File: src/rtl/program_sequencer.sv
// Byte-wide program store that streams a loaded program over a valid/ready link
// into the Microcontroller core's data_in; all outputs are registered.
module program_sequencer #(
  parameter int unsigned DEPTH = 16,
  parameter int unsigned AW    = 4
) (
  input  logic          clk,
  input  logic          reset,
  input  logic          load_en,
  input  logic [AW-1:0] load_addr,
  input  logic [7:0]    load_data,
  input  logic [AW:0]   prog_len,
  input  logic          start,
  input  logic          abort,
  input  logic          out_ready,
  output logic [7:0]    instr_out,
  output logic          out_valid,
  output logic [AW-1:0] pc,
  output logic          busy,
  output logic          done,
  output logic          load_err
);

  localparam logic [AW:0] LP_DEPTH = (AW+1)'(DEPTH);

  typedef enum logic [1:0] {
    S_IDLE,
    S_RUN,
    S_DONE
  } state_t;

  state_t        r_state, w_state_nxt;
  logic [7:0]    r_mem [DEPTH];
  logic [7:0]    r_instr, w_instr;
  logic          r_valid, w_valid;
  logic [AW-1:0] r_pc, w_pc;
  logic [AW:0]   r_len, w_len;
  logic          r_busy, w_busy;
  logic          r_done, w_done;
  logic          r_load_err, w_load_err;
  logic          w_we;
  logic          w_xfer;
  logic          w_last;
  logic [AW-1:0] w_pc_inc;

  assign w_xfer   = r_valid && out_ready;
  assign w_last   = ({1'b0, r_pc} == (r_len - (AW+1)'(1)));
  assign w_pc_inc = r_pc + AW'(1);

  always_comb begin
    w_state_nxt = r_state;
    w_instr     = r_instr;
    w_valid     = r_valid;
    w_pc        = r_pc;
    w_len       = r_len;
    w_done      = 1'b0;
    w_load_err  = 1'b0;
    w_we        = 1'b0;
    case (r_state)
      S_IDLE: begin
        if (start) begin
          // start wins over a same-cycle load; the write is dropped
          w_load_err = load_en;
          if (prog_len == '0) begin
            w_state_nxt = S_DONE;
            w_done      = 1'b1;
          end else begin
            w_len       = (prog_len > LP_DEPTH) ? LP_DEPTH : prog_len;
            w_pc        = '0;
            w_instr     = r_mem[0];
            w_valid     = 1'b1;
            w_state_nxt = S_RUN;
          end
        end else begin
          w_we = load_en;
        end
      end
      S_RUN: begin
        w_load_err = load_en;
        // abort beats a same-cycle transfer: that byte is not consumed
        if (abort) begin
          w_valid     = 1'b0;
          w_state_nxt = S_IDLE;
        end else if (w_xfer) begin
          if (w_last) begin
            w_valid     = 1'b0;
            w_state_nxt = S_DONE;
            w_done      = 1'b1;
          end else begin
            w_pc    = w_pc_inc;
            w_instr = r_mem[w_pc_inc];
          end
        end
      end
      S_DONE: begin
        w_we        = load_en;
        w_state_nxt = S_IDLE;
      end
      default: begin
        w_valid     = 1'b0;
        w_state_nxt = S_IDLE;
      end
    endcase
    w_busy = (w_state_nxt == S_RUN);
  end

  always_ff @(posedge clk) begin
    if (reset) begin
      r_state    <= S_IDLE;
      r_instr    <= '0;
      r_valid    <= 1'b0;
      r_pc       <= '0;
      r_len      <= '0;
      r_busy     <= 1'b0;
      r_done     <= 1'b0;
      r_load_err <= 1'b0;
    end else begin
      r_state    <= w_state_nxt;
      r_instr    <= w_instr;
      r_valid    <= w_valid;
      r_pc       <= w_pc;
      r_len      <= w_len;
      r_busy     <= w_busy;
      r_done     <= w_done;
      r_load_err <= w_load_err;
    end
  end

  // Store is deliberately not reset so programs survive reset.
  always_ff @(posedge clk) begin
    if (!reset && w_we) begin
      r_mem[load_addr] <= load_data;
    end
  end

  assign instr_out = r_instr;
  assign out_valid = r_valid;
  assign pc        = r_pc;
  assign busy      = r_busy;
  assign done      = r_done;
  assign load_err  = r_load_err;

endmodule

File: config.mk
export PLATFORM = sky130hd
export DESIGN_NAME = program_sequencer
export DESIGN_NICKNAME = d
export VERILOG_FILES = /design/src/rtl/program_sequencer.sv
export SDC_FILE = /design/constraint.sdc
export NUM_CORES = 1
export LEC_CHECK = 0
export CAP_MARGIN = 20
export CORE_AREA = 2 2 119 121
export CTS_CLUSTER_DIAMETER = 30
export CTS_CLUSTER_SIZE = 24
export DETAILED_ROUTE_END_ITERATION = 10
export DIE_AREA = 0 0 121 123
export PLACE_DENSITY_LB_ADDON = 0.25
export SYNTH_ARGS = -nofsm -noshare
export SYNTH_HDL_FRONTEND = slang
export SYNTH_SLANG_ARGS = --single-unit
File: constraint.sdc
create_clock -name clk -period 3.4 [get_ports clk]
set_clock_uncertainty 0.15 [all_clocks]
set_input_delay 0.85 -clock clk [delete_from_list [all_inputs] [get_ports clk]]
set_output_delay 0.85 -clock clk [all_outputs]
set_load 0.005 [all_outputs]
==> results of run 1 <==
==> final cells by class <==
class,count,area (um^2)
fillers,1081,6281
multi-input cells,164,1637
flip-flops and latches,151,4305
well taps,180,225.2
inverters,7,26.28
repair buffers,65,595.6
clock buffers,18,429.2
clock inverters,12,112.6
==> synth_stat cells, types with 4 or more instances <==
cell type    n  area share [%]
edfxtp_1   128              64
mux4_2      40              15
nor2_1      36             2.2
dfxtp_1     23             7.6
nand2_1     11            0.68
a21oi_1     10            0.83
nand3_1     10            0.83
nor3_1       8            0.66
o221a_1      8             1.5
clkbuf_1     7            0.44
inv_1        7            0.44
o21ai_0      7            0.58
nand2b_1     5            0.52
xor2_1       4            0.58
==> registers in the layout, summed over array words and instances (netlist names) <==
register and cells:
r_state 2, load_err 1, r_len 5, done 1
out_valid 1, r_mem 128, pc 4, instr_out 8
busy 1
==> layer usage <==
metal	wire length, um	up-vias	GRT usage (%)
met5	0	-	0
met4	229	0	5.959
met3	510	20	4.889
met2	5894	89	27.98
met1	5259	1640	22.30
li1	-	1489	-
==> cells by family (layout without fill, tap and decap cells) <==
| family | Yosys count | count (layout) |
|---|---|---|
| compound gates | 36 | 36 |
| simple gates | 79 | 79 |
| mux | 40 | 40 |
| xor+xnor | 7 | 7 |
| buf+inv | 19 | 102 |
| flops | 151 | 151 |
| fa+ha+maj | 2 | 2 |
==> critical path, delay by kind of cell <==
kind	cells	cell delay, ns
AND/OR/NAND/NOR	2	0.57
buffers and inverters	2	0.62
AO/OA/AOI/OAI	3	0.80
==> stage by stage <==
step / cells / area, um^2 / power [mW] / hold slack (ns) / utilization [%]
2_1_floorplan: 334 / 6032 / 2.158 / 0.2950 / -
3_3_place_gp: 567 / 6789 / 2.258 / 0.3117 / 49.88
3_5_place_dp: 567 / 6789 / 2.264 / 0.3229 / 49.88
4_1_cts: 597 / 7331 / 3.987 / 0.3301 / 53.86
5_1_grt: 597 / 7331 / 4.086 / 0.3482 / 53.86
6_report: 597 / 7331 / 3.959 / 0.3220 / 53.86
==> worst max-delay path by stage <==
stage / from / cells past startpoint / end / slack, ns
after floorplan: reset / 4 / r_mem[0][0] / 0.82
after global placement: prog_len[0] / 7 / instr_out[5] / 0.37
after detailed placement: prog_len[0] / 7 / instr_out[6] / 0.31
after CTS: pc[0] / 2 / pc[0] / 0.72
after global routing: prog_len[0] / 7 / instr_out[5] / 0.62
final: prog_len[0] / 7 / instr_out[6] / 0.72
==> power groups by stage <==
| stage | sequential [mW] | combinational, mW | clock, mW |
|---|---|---|---|
| floorplan | 2.08 | 0.0781 | 0 |
| global placement | 2.08 | 0.175 | 0 |
| detailed placement | 2.08 | 0.181 | 0 |
| CTS | 2.05 | 0.181 | 1.76 |
| global route | 2.05 | 0.197 | 1.84 |
| finish | 2.04 | 0.179 | 1.74 |
==> flow_summary_export.csv, run 1 <==
group,metric,value,unit
grt,grt_pass1_wl,18.31,mm
yosys,synth_area,0.006032,mm^2
cts,post-cts-setup-buffers,0,
floorplan,io_pins,39,
floorplan,start_util,44.31,%
worst_setup_path,setup.worst_path.start_class,"input pin",
worst_setup_path,end_kind,"flip-flop",
yosys,synth-seq-cells,151,
cts,cts.sinks,151,
cts,post_cts_resize_count,0,
floorplan,fp.dieH,123,um
route,drc,0,
grt,gr-total-overflow,0,
cts,cts-htree-levels,4,
grt,grt_max_degree,38,
pwr,p_leak,2.390,nW
yosys,synth_ff_type,"edfxtp_1",
yosys,synthesis.nets,359,
floorplan,num_rows,43,
route,antenna_left,0,
yosys,yosysWarningCount,0,
route,vias,3238,
yosys,synth_edf_count,128,
sta,slew_headroom,57.00,%
floorplan,die_area,0.01488,mm^2
pwr,swShare,19.88,%
worst_setup_path,cp_cell_sequence,"clkdlybuf4s50_1, nor4_1, buf_4, a21boi_0, o21ai_0, nor2_2, o221a_1",
yosys,synth_cell_type_count,39,
cts,clock_latency,0.42,ns
worst_setup_path,reg2reg_from,"r_len[0]",
worst_hold_path,worstHoldStart,"r_len[1]",
worst_hold_path,hold_path.class,"flip-flop to flip-flop",
yosys,synth_compound_area_share,4.460,%
worst_setup_path,rr_worst_depth,7,
worst_hold_path,hold_depth,2,
cts,clkTransAtPathRegs,0.06,ns
route,routed_via_density,5.424,
route,first_pass_iters,4,
route,routedWlPerCell,19.92,um
yosys,synth_mux_area_share,14.93,%
sta,clock.fmax,373.1,MHz
worst_setup_path,r2r_slack,0.90,ns
yosys,synth_adder_area_share,0.4149,%
yosys,synth-xor-area-share,1.141,%
route,drtIter0Drc,224,
pwr,p_sw,787.0,uW
sta,finalSetupTns,0,ns
yosys,ys_async_sr_fraction,0,%
final_layout,final_common_cell,"edfxtp_1",
worst_setup_path,cpPeakStageDelay,0.43,ns
final_layout,syn_to_final_growth,21.53,%
floorplan,core,0.01361,mm^2
worst_setup_path,cp_max_fo,9,
cts,clock_path_buffers,2,
pwr,internal_power,3.172,mW
sta,period_needed,2.680,ns
worst_hold_path,holdPathEnd,"r_len[1]",
route,drt-total-wl,11.89,mm
pwr,power_density,540.1,mW/mm^2
run_status,status,"finished, final reports clean",
yosys,ys_seq_area_share,71.35,%
worst_setup_path,crit_slowest_cell,"clkdlybuf4s50_1",
grt,first_global_vias,3244,
floorplan,die_x,121,um
sta,hold_violations,0,
cts,cts_hold_buf,0,
placed_design,gp_congestion,0.7906,
yosys,synth_top_family_by_area,"multiplexers",
sta,min_period_over_period,78.82,%
pwr,p_comb_share,4.5,%
cts,cts_made_buffers,17,
flow_run,drv_cap,0,
final_layout,antennaDiodeCount,0,
final_layout,drive_gt1_share,23.02,%
grt,grt_antenna_before_repair,0,
pwr,clkPwrFrac,43.8,%
worst_setup_path,cp.required,3.55,ns
grt,grt_usage,17.17,%
yosys,postSynthAreaPerCell,18.06,um^2
yosys,synth-simple-area-share,6.181,%
worst_setup_path,cp.arrival,2.83,ns
placed_design,hpwlAfterDp,8.022,mm
sta,maxSlewViolCount,0,
worst_setup_path,worst-setup-path-type,"input pin to flip-flop",
sta,setup_viol_count_final,0,
final_layout,layout.cells.most_common_list,"edfxtp_1 (128), mux4_2 (40), clkdlybuf4s50_1 (38), nor2_1 (36), buf_4 (26)",
cts,cts_tree,"done",
yosys,syn_inst,334,
sta,rsz0062_at_grt,"false",
placed_design,port_buffers,38,
final_layout,final_nets,431,
sta,setup_slack,0.7200,ns
pwr,p_seq_share,51.6,%
worst_setup_path,timing.rr.end,"instr_out[6]",
placed_design,pre_cts_slack,0.3074,ns
pwr,vdd_drop_max,0.3062,mV
cts,cts-root-buf,"clkbuf_16",
sta,tightest_slew,0.6444,ns
(Power assumes the default switching activity.)
==> run 2: changes to the inputs <==
==> constraint.sdc (replaced) <==
create_clock -name clk -period 2.18 [get_ports clk]
set_clock_uncertainty 0.15 [all_clocks]
set_input_delay 0.545 -clock clk [delete_from_list [all_inputs] [get_ports clk]]
set_output_delay 0.545 -clock clk [all_outputs]
set_load 0.005 [all_outputs]
==> flow_summary_export.csv, run 2 (synthesized netlist as in run 1, its figures left out) <==
group,metric,value,unit
cts,clock_path_buffers,2,
floorplan,fp.dieH,123,um
final_layout,antennaDiodeCount,0,
grt,first_global_vias,3500,
worst_setup_path,worst_path_most_repeated_cell,"buf_12",
sta,clock.fmax,441.8,MHz
worst_hold_path,hold_depth,2,
worst_hold_path,hold_path.class,"flip-flop to flip-flop",
sta,maxSlewViolCount,0,
worst_setup_path,worst-setup-path-type,"flip-flop to flip-flop",
cts,cts_made_buffers,17,
worst_setup_path,setup.worst_path.start_class,"flip-flop",
final_layout,layout.cells.most_common_list,"edfxtp_1 (128), buf_4 (57), mux4_2 (40), clkdlybuf4s50_1 (37), nor2_1 (36)",
floorplan,io_pins,39,
cts,cts-htree-levels,4,
grt,grt_antenna_before_repair,0,
worst_setup_path,cp.required,2.34,ns
route,drt-total-wl,12.72,mm
pwr,vdd_drop_max,0.6797,mV
grt,grt_pass1_wl,19.89,mm
pwr,p_leak,2.652,nW
cts,cts_tree,"done",
final_layout,drive_gt1_share,32.68,%
cts,clkTransAtPathRegs,0.06,ns
cts,cts-root-buf,"clkbuf_16",
cts,cts.sinks,151,
sta,setup_viol_count_final,8,
flow_run,drv_cap,0,
route,antenna_left,0,
worst_setup_path,cpPeakStageDelay,0.51,ns
floorplan,die_area,0.01488,mm^2
route,drc,0,
worst_setup_path,crit_slowest_cell,"mux4_2",
sta,rsz0062_at_grt,"true",
sta,fin_hold_ws,0.3635,ns
grt,gr-total-overflow,0,
route,vias,3409,
worst_setup_path,rr_worst_depth,6,
route,first_pass_iters,4,
sta,min_period_over_period,103.8,%
final_layout,instances_no_fill,636,
final_layout,syn_to_final_growth,29.97,%
worst_setup_path,crit_buf_inv,3,
sta,slew_headroom,61.61,%
placed_design,port_buffers,38,
run_status,status,"finished with violations",
worst_setup_path,critPathTopFamily,"multiplexers",
worst_setup_path,end_kind,"flip-flop",
route,routedWlPerCell,20.00,um
worst_setup_path,critical_path_depth,6,
placed_design,hpwlAfterDp,8.648,mm
sta,setup_slack,-0.08357,ns
grt,grt_usage,18.66,%
placed_design,pre_cts_slack,-0.4133,ns
grt,grt_max_degree,23,
sta,period_needed,2.264,ns
final_layout,largest-register,"r_mem",
floorplan,core,0.01361,mm^2
worst_setup_path,cp_max_fo,8,
floorplan,die_x,121,um
cts,cts_hold_buf,0,
sta,hold_violations,0,
final_layout,largest_reg_flops,128,
worst_setup_path,cp_cell_sequence,"buf_12, buf_12, buf_12, mux4_2, mux4_2, o221a_1",
run_status,violations,"negative setup slack",
sta,tightest_slew,0.5741,ns
final_layout,final_common_cell,"edfxtp_1",
placed_design,gp_congestion,0.7558,
final_layout,final_nets,469,
cts,clock_latency,0.42,ns
floorplan,start_util,44.31,%
placed_design,place_inst,597,
floorplan,num_rows,43,
route,routed_via_density,5.360,
route,drtIter0Drc,243,
pwr,power_density,825.1,mW/mm^2
worst_setup_path,cp.arrival,2.42,ns
## run 2: cell count changes in the layout (fill, tap and decap cells not counted), sizes merged
cell and change:
clkdlybuf4s50 -1, bufbuf +1, inv +4, buf +37
bufinv +1, dlygate4sd2 +1, clkinv -3, clkbuf -1
## run 2: final cells by class
type	count	area [um^2]
fill	1043	5772
timing repair buffer	103	970.9
inverter	7	26.28
tap	180	225.2
sequential	151	4313
clock buffer	17	425.4
clock inverter	14	171.4
multi-input combinational	164	1708
## run 2: worst paths after layout
kind / slack (ns) / endpoint / start
max: -0.08 / instr_out[4] / pc[0]
min: 0.36 / r_len[3] / r_len[3]
max reg2reg: -0.08 / instr_out[4] / pc[0]
min reg2reg: 0.36 / r_len[3] / r_len[3]
## run 2: power breakdown
part / switching, mW / internal (mW)
Clock: 1.14 / 1.80
Sequential: 0.0262 / 3.16
Combinational: 0.157 / 0.179
## run 2: stage by stage
step           power (mW)  util, %  setup TNS, ns  instance area, um^2
3_3_place_gp        3.565    51.93         -28.39                 7069
5_1_grt             6.681    57.60        -0.9256                 7840
3_5_place_dp        3.571    51.93         -31.37                 7069
4_1_cts             6.511    57.22        -0.6544                 7789
6_report            6.469    57.60        -0.4884                 7840
2_1_floorplan       3.368        -              0                 6076
## run 2: repair_timing
| action | in CTS | in global routing |
|---|---|---|
| resized for setup | 15 | 6 |
| endpoints found under the setup margin | 15 | 15 |
| pin swaps | 4 | 2 |
| cloned | 1 | 0 |
| setup buffers | 5 | 3 |
## run 2: metal layers
metal / routed length, um / GRT usage (%)
met5: 0 / 0
met3: 935 / 4.797
met1: 5129 / 23.74
met4: 181 / 6.323
met2: 6473 / 31.43
## run 2: tightest hold or removal path: cells and delay by family, from the launching register on
kind,cells,cell delay [ns]
flip-flops,1,0.35
AND/OR/NAND/NOR,1,0.07
AO/OA/AOI/OAI,1,0.05
==> run 3: changes to the inputs <==
--- a/config.mk
+++ b/config.mk
@@ -6,11 +6,11 @@
 export NUM_CORES = 1
 export LEC_CHECK = 0
 export CAP_MARGIN = 20
-export CORE_AREA = 2 2 119 121
+export CORE_AREA = 2 2 110 112
 export CTS_CLUSTER_DIAMETER = 30
 export CTS_CLUSTER_SIZE = 24
 export DETAILED_ROUTE_END_ITERATION = 10
-export DIE_AREA = 0 0 121 123
+export DIE_AREA = 0 0 112 114
 export PLACE_DENSITY_LB_ADDON = 0.25
 export SYNTH_ARGS = -nofsm -noshare
 export SYNTH_HDL_FRONTEND = slang
==> flow_summary_export.csv, run 3 (synthesized netlist as in run 1, its figures left out) <==
group,metric,value,unit
pwr,vdd_drop_max,0.5711,mV
final_layout,drive_gt1_share,30.18,%
floorplan,die_area,0.01277,mm^2
pwr,p_leak,2.584,nW
route,routedWlPerCell,21.46,um
worst_setup_path,end_kind,"flip-flop",
final_layout,largest-register,"r_mem",
sta,period_needed,2.197,ns
floorplan,core,0.01171,mm^2
worst_setup_path,cp.required,2.33,ns
grt,grt_max_degree,23,
final_layout,utilization,65.95,%
route,vias,3421,
cts,clkTransAtPathRegs,0.06,ns
worst_setup_path,cp_max_fo,8,
final_layout,final_common_cell,"edfxtp_1",
pwr,power_density,822.5,mW/mm^2
placed_design,hpwlAfterDp,8.558,mm
cts,post-cts-setup-buffers,0,
sta,rsz0062_at_grt,"true",
final_layout,finalInstanceArea,0.007724,mm^2
final_layout,largest_reg_flops,128,
grt,grt_pass1_wl,19.84,mm
final_layout,antennaDiodeCount,0,
sta,setup_viol_count_final,2,
sta,slew_headroom,60.39,%
cts,cts-root-buf,"clkbuf_16",
route,routed_via_density,5.788,
run_status,violations,"negative setup slack",
worst_setup_path,rr_worst_depth,5,
sta,min_period_over_period,100.8,%
pwr,power.total,6.353,mW
worst_setup_path,worst-setup-path-type,"flip-flop to flip-flop",
floorplan,start_util,51.51,%
worst_hold_path,hold_path.class,"flip-flop to flip-flop",
cts,clock_latency,0.41,ns
final_layout,layout.cells.most_common_list,"edfxtp_1 (128), buf_4 (43), mux4_2 (40), clkdlybuf4s50_1 (38), nor2_1 (36)",
worst_hold_path,hold_depth,1,
sta,hold_violations,0,
cts,cts_made_buffers,17,
sta,clock.fmax,455.1,MHz
sta,finalSetupTns,-0.02249,ns
floorplan,io_pins,39,
grt,grt_antenna_before_repair,0,
route,antenna_left,0,
sta,tightest_slew,0.5923,ns
cts,cts.sinks,151,
worst_setup_path,setup.worst_path.start_class,"flip-flop",
final_layout,final_nets,458,
route,drt-total-wl,12.68,mm
route,drc,0,
cts,cts_tree,"done",
placed_design,placed_area,0.007003,mm^2
run_status,status,"finished with violations",
flow_run,drv_cap,0,
cts,cts-htree-levels,4,
cts,cts_hold_buf,0,
route,drtIter0Drc,326,
grt,grt_usage,21.20,%
floorplan,fp.dieH,114,um
route,first_pass_iters,4,
sta,setup_slack,-0.01713,ns
placed_design,pre_cts_slack,-0.3993,ns
grt,first_global_vias,3505,
worst_setup_path,cp.arrival,2.34,ns
floorplan,die_x,112,um
placed_design,port_buffers,38,
floorplan,num_rows,40,
grt,gr-total-overflow,0,
final_layout,syn_to_final_growth,28.04,%
cts,clock_path_buffers,2,
sta,maxSlewViolCount,0,
placed_design,gp_congestion,0.8242,
==> run 3: cell types whose count changed in the layout (fill, tap and decap cells not counted), moves of 2 or more <==
cell	previous run	this run
inv_6	4	0
clkbuf_1	0	3
buf_4	57	43
xnor2_2	0	2
==> run 3: metrics by stage <==
step,hold WS [ns],std cells
after floorplan,0.2950,334
after global placement,0.3521,559
after detailed placement,0.3823,559
after CTS,0.3919,590
after global routing,0.4271,591
final,0.3938,591
==> run 3: path summary, 6_finish.rpt <==
| path | startpoint | to | slack (ns) |
|---|---|---|---|
| worst max-delay path | pc[0] | instr_out[4] | -0.02 |
| worst min-delay path | instr_out[5] | instr_out[5] | 0.39 |
| worst max register to register | pc[0] | instr_out[4] | -0.02 |
| worst min register to register | instr_out[5] | instr_out[5] | 0.39 |
==> run 3: timing repair <==
| action | in CTS | in global routing |
|---|---|---|
| gates cloned | 1 | 1 |
| endpoints found under the setup margin | 15 | 52 |
| pin swaps | 1 | 9 |
| gates resized for setup | 10 | 11 |
==> run 3: cell type report <==
| cell class | instances | area (um^2) |
|---|---|---|
| Tap cell | 147 | 183.9 |
| Clock inverter | 10 | 131.4 |
| Multi-Input combinational cell | 164 | 1715 |
| Clock buffer | 20 | 436.7 |
| Timing Repair Buffer | 92 | 918.4 |
| Inverter | 7 | 26.28 |
| Fill cell | 810 | 3988 |
| Sequential cell | 151 | 4312 |
==> run 3: where the power goes <==
part / switching (mW) / internal, mW
registers: 0.0257 / 3.16
clock network: 1.06 / 1.77
logic: 0.159 / 0.171
total: 1.24 / 5.11
==> run 3: layer usage <==
metal	up-vias	GRT usage [%]	wire length, um
li1	1553	-	-
met4	0	6.260	58
met1	1764	27.99	5415
met5	-	0	0
met3	6	5.313	603
met2	98	35.56	6602
==> run 3: worst max-delay path: stages (launching register included) <==
cell and delay (ns):
dfxtp_4 0.39, buf_12 0.14, buf_12 0.15, mux4_2 0.53
mux4_2 0.49, o221a_1 0.23
==> variant: new RTL, config.mk and constraints of run 1 <==
The 3 states of `state_t` get a one-hot encoding in 3 bits.
--- a/src/rtl/program_sequencer.sv
+++ b/src/rtl/program_sequencer.sv
@@ -25,6 +25,6 @@
 
-  typedef enum logic [1:0] {
-    S_IDLE,
-    S_RUN,
-    S_DONE
+  typedef enum logic [2:0] {
+    S_IDLE = 3'b001,
+    S_RUN  = 3'b010,
+    S_DONE = 3'b100
   } state_t;
Behaviour: no difference found for any inputs over 4 cycles, from zero or initial values and one cycle with reset high; so few cycles prove little.
==> variant against run 1 <==
Sequential cell count is 1 higher. Combinational power is 3% lower. Area after synthesis is 2.4% higher. Total power is 3.5% higher. Wire length is 1.3% higher. Global-route usage is 0.59 points higher. Register-to-register slack worse by 0.07 ns. First-iteration DRC count is 33% higher. Setup slack worse by 0.19 ns. Cell area is 1.6% higher. Highest routed layer unchanged.
==> variant: results (changes against run 1) <==
The peak supply drop was 0.392 mV (+28%). The largest fanout on the critical path is 8 (-1). The mux contribution to synthesized area works out to 14.3% (-0.68 points). For the data arrival time at the worst-slack endpoint, the log shows 2.84 ns (about the same). The post-synthesis adder-cell area fraction works out to 0.405% (-0.0098 points).

The run gives 0.00237 uW (-0.98%) as the leakage dissipation. The number of vias per cell is 5.47 (+0.85%). After synthesis, the cell types taking the most area are sky130_fd_sc_hd__edfxtp_1 62%, sky130_fd_sc_hd__mux4_2 12%, sky130_fd_sc_hd__dfxtp_1 7.8%. The run gives 387 (+7.8%) as the synthesized netlist net count. The number of DRC markers in iteration 0 was 297 (+33%); the global placement routability congestion was 0.790 (-0.11%). The tools report the number of buffers inserted during clock tree synthesis as 17 (unchanged). The switching share of total power was 20.2% (+0.33 points); the wire length of the first global-routing pass was 19200 um (+4.8%). The flip-flop count of the largest register after layout works out to 128 (unchanged). The run gives 12100 um (+1.3%) as the total wirelength of the detailed-routed design.

The first-pass iteration count of the detailed router is 5 (+1), and the number of buffers on the longest clock path is 2 (unchanged). The tools report the aggregate global-route resource usage as 17.8% (+0.59 points). For the register area share after synthesis, the log shows 70.0% (-1.4 points).

The flow ran to the end, and the final reports show no timing, DRC or antenna violations. The share of cells above drive strength 1 came out at 21.5% (-1.5 points). The final layout net count was 450 (+4.4%); the maximum level of the CTS H-tree was 4 (unchanged).

The commonest cells after synthesis are 128 x sky130_fd_sc_hd__edfxtp_1, 32 x sky130_fd_sc_hd__mux4_2, 29 x sky130_fd_sc_hd__nor2_1. The number of global-route vias before repair was 3581 (+10%); the number of distinct standard cells referenced by the synthesized netlist was 48 (+23%). The area fraction in compound gates after synthesis came out at 4.25% (-0.21 points).

The post-detailed-placement half-perimeter wirelength was 7950 um (-0.89%). Xor-xnor portion of the synthesized cell area: 0.992% (-0.15 points). The worst-skew pair later-pin latency is 0.42 ns (about the same), and the worst relative slew slack is 60.9% (+3.9 points).
[variant: power groups by stage]
stage	registers, uW	clock network, uW	logic, uW
after floorplan	2090	0	83.1
after global placement	2090	0	168
after detailed placement	2090	0	174
after CTS	2050	1900	175
after global routing	2060	1970	190
final	2050	1870	174
[variant: layer usage]
layer | routed length (um) | global-route usage (%)
met2 | 6020 | 29.7
met4 | 196 | 7.49
met1 | 5130 | 22.1
met3 | 704 | 4.57
met5 | 0 | 0
[variant: metrics by stage]
stage | power, uW | area (um2) | setup slack [ns] | utilization (%) | cells
after floorplan | 2170 | 6180 | 0.708 | - | 362
after global placement | 2260 | 6870 | 0.136 | 50.4 | 586
after detailed placement | 2270 | 6870 | 0.126 | 50.4 | 586
after CTS | 4130 | 7450 | 0.552 | 54.7 | 617
after global routing | 4220 | 7450 | 0.405 | 54.7 | 617
final | 4100 | 7450 | 0.534 | 54.7 | 617
[variant: layout make-up]
cell class | instances | area [um2]
Clock inverter | 12 | 149
Inverter | 4 | 15.0
Timing Repair Buffer | 60 | 571
Tap cell | 180 | 225
Sequential cell | 152 | 4330
Clock buffer | 19 | 433
Fill cell | 1030 | 6160
Multi-Input combinational cell | 190 | 1730
[variant: worst max-delay path, stage by stage]
cell	delay, ns
sky130_fd_sc_hd__clkdlybuf4s50_1	0.46
sky130_fd_sc_hd__o21a_1	0.20
sky130_fd_sc_hd__nor3_1	0.41
sky130_fd_sc_hd__buf_4	0.21
sky130_fd_sc_hd__nor2b_1	0.17
sky130_fd_sc_hd__nand2b_1	0.13
sky130_fd_sc_hd__nor3_1	0.17
sky130_fd_sc_hd__buf_4	0.22
[variant: kinds of logic after synthesis]
kind of cell    after synthesis
buf+inv                      20
xor+xnor                      7
fa+ha+maj                     2
compound gates               39
flops                       152
simple gates                 94
mux                          48
[variant: final timing paths]
check | start | end | slack (ns) | cells past startpoint
min reg2reg | r_len[1] | r_len[1] | 0.34 | 2
max reg2reg | r_len[0] | instr_out[4] | 0.83 | 8
min | r_len[1] | r_len[1] | 0.34 | 2
max | start | r_mem[0][4] | 0.53 | 8
